File: src/rtl/lap_store_ctrl_pkg.sv
// Shared types and constants for the stopwatch lap-memory controller.
package lap_store_ctrl_pkg;

  typedef enum logic {
    LIVE   = 1'b0,
    RECALL = 1'b1
  } lap_state_e;

  localparam int BCD_W = 4;

endpackage

File: src/rtl/lap_store_ctrl_ram.sv
// Lap register file: one synchronous write port, one combinational read port, no reset on contents.
module lap_ram #(
  parameter  int WIDTH = 16,
  parameter  int DEPTH = 8,
  localparam int AW    = $clog2(DEPTH)
) (
  input  logic             clk,
  input  logic             we,
  input  logic [AW-1:0]    waddr,
  input  logic [WIDTH-1:0] wdata,
  input  logic [AW-1:0]    raddr,
  output logic [WIDTH-1:0] rdata
);

  logic [WIDTH-1:0] mem [DEPTH];

  always_ff @(posedge clk) begin
    if (we) mem[waddr] <= wdata;
  end

  assign rdata = mem[raddr];

endmodule

File: src/rtl/lap_store_ctrl.sv
// Stopwatch lap-memory controller: stores lap times and selects live or recalled display.
// Build option: define LAP_OVERWRITE_EN to overwrite the oldest lap when the buffer is full.
module lap_store_ctrl
  import lap_store_ctrl_pkg::*;
#(
  parameter  int DIGITS = 4,
  parameter  int DEPTH  = 8,
  localparam int W      = BCD_W * DIGITS,
  localparam int IDX_W  = $clog2(DEPTH),
  localparam int CNT_W  = $clog2(DEPTH + 1)
) (
  input  logic             clk,
  input  logic             rst,
  input  logic             lap_pulse,
  input  logic             clear,
  input  logic [W-1:0]     time_bcd,
  input  logic             recall_prev,
  input  logic             recall_next,
  input  logic             recall_exit,
  output logic [W-1:0]     disp_bcd,
  output logic             disp_is_lap,
  output logic [IDX_W-1:0] lap_index,
  output logic [CNT_W-1:0] lap_count,
  output logic             full,
  output logic             overflow
);

  lap_state_e       state, state_nxt;
  logic [IDX_W-1:0] wr_ptr, wr_nxt;
  logic [IDX_W-1:0] oldest_ptr, oldest_nxt;
  logic [IDX_W-1:0] idx_nxt;
  logic [CNT_W-1:0] cnt_nxt;
  logic             ovf_nxt;
  logic             we;
  logic             is_full;
  logic [IDX_W-1:0] newest_idx;
  logic [IDX_W-1:0] raddr;
  logic [W-1:0]     rdata;
  logic [W-1:0]     disp_nxt;

  assign is_full    = (lap_count == CNT_W'(DEPTH));
  assign newest_idx = IDX_W'(lap_count - CNT_W'(1));

  always_comb begin
    state_nxt  = state;
    wr_nxt     = wr_ptr;
    oldest_nxt = oldest_ptr;
    idx_nxt    = lap_index;
    cnt_nxt    = lap_count;
    ovf_nxt    = overflow;
    we         = 1'b0;
    if (clear) begin
      state_nxt  = LIVE;
      wr_nxt     = '0;
      oldest_nxt = '0;
      idx_nxt    = '0;
      cnt_nxt    = '0;
      ovf_nxt    = 1'b0;
    end else if (lap_pulse) begin
      // Any lap, stored or dropped, returns the display to the live count.
      state_nxt = LIVE;
      idx_nxt   = '0;
      if (!is_full) begin
        we      = 1'b1;
        wr_nxt  = wr_ptr + IDX_W'(1);
        cnt_nxt = lap_count + CNT_W'(1);
      end else begin
        ovf_nxt = 1'b1;
`ifdef LAP_OVERWRITE_EN
        we         = 1'b1;
        wr_nxt     = wr_ptr + IDX_W'(1);
        oldest_nxt = wr_ptr + IDX_W'(1);
`endif
      end
    end else if (recall_exit) begin
      state_nxt = LIVE;
      idx_nxt   = '0;
    end else if (recall_prev ^ recall_next) begin
      if (state == LIVE) begin
        if (recall_prev && (lap_count != '0)) begin
          state_nxt = RECALL;
          idx_nxt   = newest_idx;
        end
      end else if (recall_prev) begin
        if (lap_index != '0) idx_nxt = lap_index - IDX_W'(1);
      end else if (lap_index != newest_idx) begin
        idx_nxt = lap_index + IDX_W'(1);
      end else begin
        state_nxt = LIVE;
        idx_nxt   = '0;
      end
    end
  end

  // Read with next-cycle pointers so the registered display tracks the new index at once.
  assign raddr    = oldest_nxt + idx_nxt;
  assign disp_nxt = (state_nxt == RECALL) ? rdata : time_bcd;

  lap_ram #(
    .WIDTH (W),
    .DEPTH (DEPTH)
  ) u_ram (
    .clk   (clk),
    .we    (we),
    .waddr (wr_ptr),
    .wdata (time_bcd),
    .raddr (raddr),
    .rdata (rdata)
  );

  // Output register stage
  always_ff @(posedge clk or posedge rst) begin
    if (rst) begin
      state       <= LIVE;
      wr_ptr      <= '0;
      oldest_ptr  <= '0;
      lap_index   <= '0;
      lap_count   <= '0;
      overflow    <= 1'b0;
      full        <= 1'b0;
      disp_bcd    <= '0;
      disp_is_lap <= 1'b0;
    end else begin
      state       <= state_nxt;
      wr_ptr      <= wr_nxt;
      oldest_ptr  <= oldest_nxt;
      lap_index   <= idx_nxt;
      lap_count   <= cnt_nxt;
      overflow    <= ovf_nxt;
      full        <= (cnt_nxt == CNT_W'(DEPTH));
      disp_bcd    <= disp_nxt;
      disp_is_lap <= (state_nxt == RECALL);
    end
  end

endmodule

File: config.mk
export PLATFORM = sky130hd
export DESIGN_NAME = lap_store_ctrl
export DESIGN_NICKNAME = d
export VERILOG_FILES = /design/src/rtl/lap_store_ctrl_pkg.sv /design/src/rtl/lap_store_ctrl_ram.sv /design/src/rtl/lap_store_ctrl.sv
export SDC_FILE = /design/constraint.sdc
export NUM_CORES = 1
export LEC_CHECK = 0
export CAP_MARGIN = 5
export CORE_MARGIN = 2
export CORE_UTILIZATION = 39
export CTS_CLUSTER_SIZE = 24
export DETAILED_ROUTE_END_ITERATION = 10
export HOLD_SLACK_MARGIN = 0.03
export PLACE_DENSITY = 0.66
export SYNTH_ARGS = -nofsm -noshare
export SYNTH_HDL_FRONTEND = slang
export SYNTH_HIERARCHICAL = 1
export SYNTH_SLANG_ARGS = --single-unit
File: constraint.sdc
create_clock -name clk -period 5.1 [get_ports clk]
set_clock_uncertainty 0.15 [all_clocks]
set_input_delay 0.765 -clock clk [delete_from_list [all_inputs] [get_ports clk]]
set_output_delay 0.765 -clock clk [all_outputs]
set_load 0.01 [all_outputs]
==> results.yml <==
run_status:
  status: "finished, final reports clean"
global_routing:
  grtUsageMet2: 0.2426
  grt_antenna_before_repair: 0
  gr-usage-all-layers: 0.1458
  met1_usage: 0.1847
  grt_max_degree: 33
  busiest_layer: "met2"
  grt_pass1_wl_um: 19070
  grt_pass1_vias: 3382
  grt.overflow.total: 0
  grt_util_met3: 0.03893
worst_setup_path:
  timing.rr.start: "lap_count[0]"
  cpPeakStageDelay_ns: 0.62
  critPathKind: "register to register"
  critPathSlowestCell: "xnor2_2"
  cp.arrival_ns: 4.81
  crit_path_start_kind: "register"
  worstRegToRegCells: 15
  worstPathCellList: "inv_1, ha_1, inv_1, o31ai_1, mux2i_1, a2bb2oi_1, a21oi_1, ha_1, fa_1, xnor2_1, xnor2_2, buf_12, mux4_1, mux2_2, mux2_4"
  cp-end-kind: "register"
  required_ns: 5.26
  r2r_slack_ns: 0.45
  reg2reg_to: "disp_bcd[11]"
  path_max_fanout: 22
sta:
  setup_violations: 0
  period_minus_slack_ns: 4.653
  fin_tns_setup_ns: 0
  fmax_mhz: 214.9
  finalCritPeriodShare: 0.9123
  final_hold_viol_count: 0
  slew_violations: 0
  slew-limit-headroom: 0.3067
  rsz0062_at_grt: "no"
  tightest_slew_ns: 1.037
route:
  finalWirelength_um: 12280
  viasPerCell: 5.085
  wl_per_cell_um: 19.37
  first_pass_iters: 4
  ant_nets: 0
  drc_errors: 0
  drt_iter0_drc: 146
  vias: 3224
clock_network:
  clock_latency_ns: 0.42
  cts_htree_levels: 4
  clockBufferDepth: 2
  cts_hold_buffers: 0
  cts_setup_buffers: 0
  cts_buffers: 17
  cts.sinks: 160
  path_clk_slew_ns: 0.06
  ctsResizeCount: 0
  cts_tree: "yes"
  cts_root_buffer: "clkbuf_16"
power_and_ir_drop:
  swShare: 0.2131
  power_density_nw_per_um2: 356.6
  seq_power_share: 0.508
  power_frac_comb: 0.060
  p_leak_nw: 2.841
  ir_worst_vdd_mv: 0.3015
  switching_power_mw: 0.6097
  p_total_mw: 2.861
  p_int_mw: 2.252
  clkPwrFrac: 0.432
logic_synthesis:
  synthArstFlopShare: 0.2000
  synth_flop_cell: "edfxtp_1"
  synthTopCellsByCount: "128 x edfxtp_1, 32 x dfrtp_1, 28 x mux4_1"
  synth.area.top_cells: "edfxtp_1 58%, dfrtp_1 12%, mux4_1 11%, mux2_2 4.1%, mux2_4 2.0%"
  yosysSeqAreaShare: 0.7004
  synth-seq-cells: 160
  avgSynthCellArea_um2: 19.85
  synth_fp_nets: 365
  synth.distinct_cells: 39
  synth.largest_area_cell: "edfxtp_1"
  ys_warn_count: 6
  yosysMostFrequentCell: "edfxtp_1"
  syn-cell-area_um2: 6631
  synth_edf_count: 128
  synth_top_area_frac: 0.5796
  syn_inst: 334
cells_and_area:
  final_cell_count_no_fill: 634
  num-fill-cells: 1381
  drive_gt1_frac: 0.2126
  area_growth_pct: 21.00
  stdcell_area_um2: 8024
  antenna_cells: 0
  fin_nets: 433
worst_hold_path:
  holdPathEnd: "overflow"
  hold_class: "register to register"
  worstHoldStart: "overflow"
  whs_path_depth: 2
floorplanning:
  io_pins: 49
  die_y_um: 134.4
  row_count: 47
  die-area_um2: 18060
  core_um2: 16580
  initial_core_util: 0.3999
  die_w_um: 134.4
run:
  drv_cap: 0
placed_design:
  place_inst: 603
  gp_congestion: 0.8255
  numPortBuffers: 48
  post_dp_cell_area_um2: 7442
  post-dp-hpwl_um: 7317
-- how the worst max path moves through the flow --
stage	depth (start not counted)	endpoint	from	slack [ns]
after floorplan	15	disp_bcd[7]	lap_count[0]	0.95
after global placement	13	disp_bcd[11]	recall_prev	0.25
after detailed placement	13	disp_bcd[11]	recall_prev	0.17
after CTS	15	disp_bcd[11]	lap_count[0]	0.40
after global routing	15	disp_bcd[13]	lap_count[0]	0.15
final	15	disp_bcd[11]	lap_count[0]	0.45
-- cell usage in the layout (no fill, tap or decap), types with 4 or more instances in the layout --
cell,synthesis,layout
a21oi_1,6,6
buf_4,0,14
clkbuf_16,0,17
clkdlybuf4s50_1,0,48
dfrtp_1,32,32
edfxtp_1,128,128
ha_1,7,7
inv_1,12,12
inv_6,0,4
mux2_2,24,24
mux2_4,9,9
mux2i_1,4,4
mux4_1,28,28
mux4_2,4,4
nand2_1,5,5
nor2_1,18,18
nor2b_1,4,4
o21ai_0,5,5
xnor2_1,5,4
xor2_1,6,6
-- logic make-up (layout without fill, tap and decap cells) --
family | Yosys count | count (layout) | share of synthesized area
flops | 160 | 160 | 0.7004
buf+inv | 26 | 106 | 0.02188
mux | 69 | 69 | 0.1917
compound gates | 21 | 21 | 0.02472
simple gates | 38 | 38 | 0.02717
fa+ha+maj | 8 | 8 | 0.01623
xor+xnor | 12 | 12 | 0.01792
-- layer usage --
metal  wire length [um]  vias to the layer above  share of wire
met4                161                        0          0.013
met1               5564                     1678           0.45
met5                  0                        -              0
met3                377                       13          0.031
li1                   -                     1474              -
met2               6179                       59           0.50
-- state kept, by name (all words and copies together) (netlist names) --
register and count:
disp_bcd 16, full 1, lap_count 4, lap_index 3, oldest_ptr 3, overflow 1
state 1, u_ram/mem 128, wr_ptr 3
-- worst max-delay path: cells and delay by family, from the launching register on --
family / cells / cell delay [ns]
AO/OA/AOI/OAI: 3 / 0.71
XOR/XNOR: 2 / 0.79
adder cells (fa/ha/maj): 3 / 0.88
buffers and inverters: 3 / 0.46
flip-flops: 1 / 0.44
multiplexers: 4 / 1.10
-- final cells by class --
type,count,area [um^2],share of cell area
sequential,160,4644,0.5788
multi-input combinational,148,1872,0.2333
timing repair buffer,63,605.6,0.07547
clock buffer,17,425.4,0.05302
tap,220,275.3,0.03431
clock inverter,14,156.4,0.01949
inverter,12,45.04,0.005614
-- stage by stage --
stage	hold WS, ns	worst slack, ns	util
2_1_floorplan	0.3414	0.9533	-
3_3_place_gp	0.3421	0.2472	0.4488
5_1_grt	0.4131	0.1453	0.4839
3_5_place_dp	0.3454	0.1687	0.4488
6_report	0.3555	0.4473	0.4839
4_1_cts	0.3594	0.4001	0.4839
-- power groups by stage --
stage | Combinational, mW | Sequential, mW | Clock, mW
after global routing | 0.188 | 1.45 | 1.32
final | 0.172 | 1.45 | 1.24
after global placement | 0.169 | 1.48 | 0
after detailed placement | 0.174 | 1.48 | 0
after CTS | 0.175 | 1.45 | 1.27
after floorplan | 0.0941 | 1.48 | 0
(Power assumes the default switching activity.)
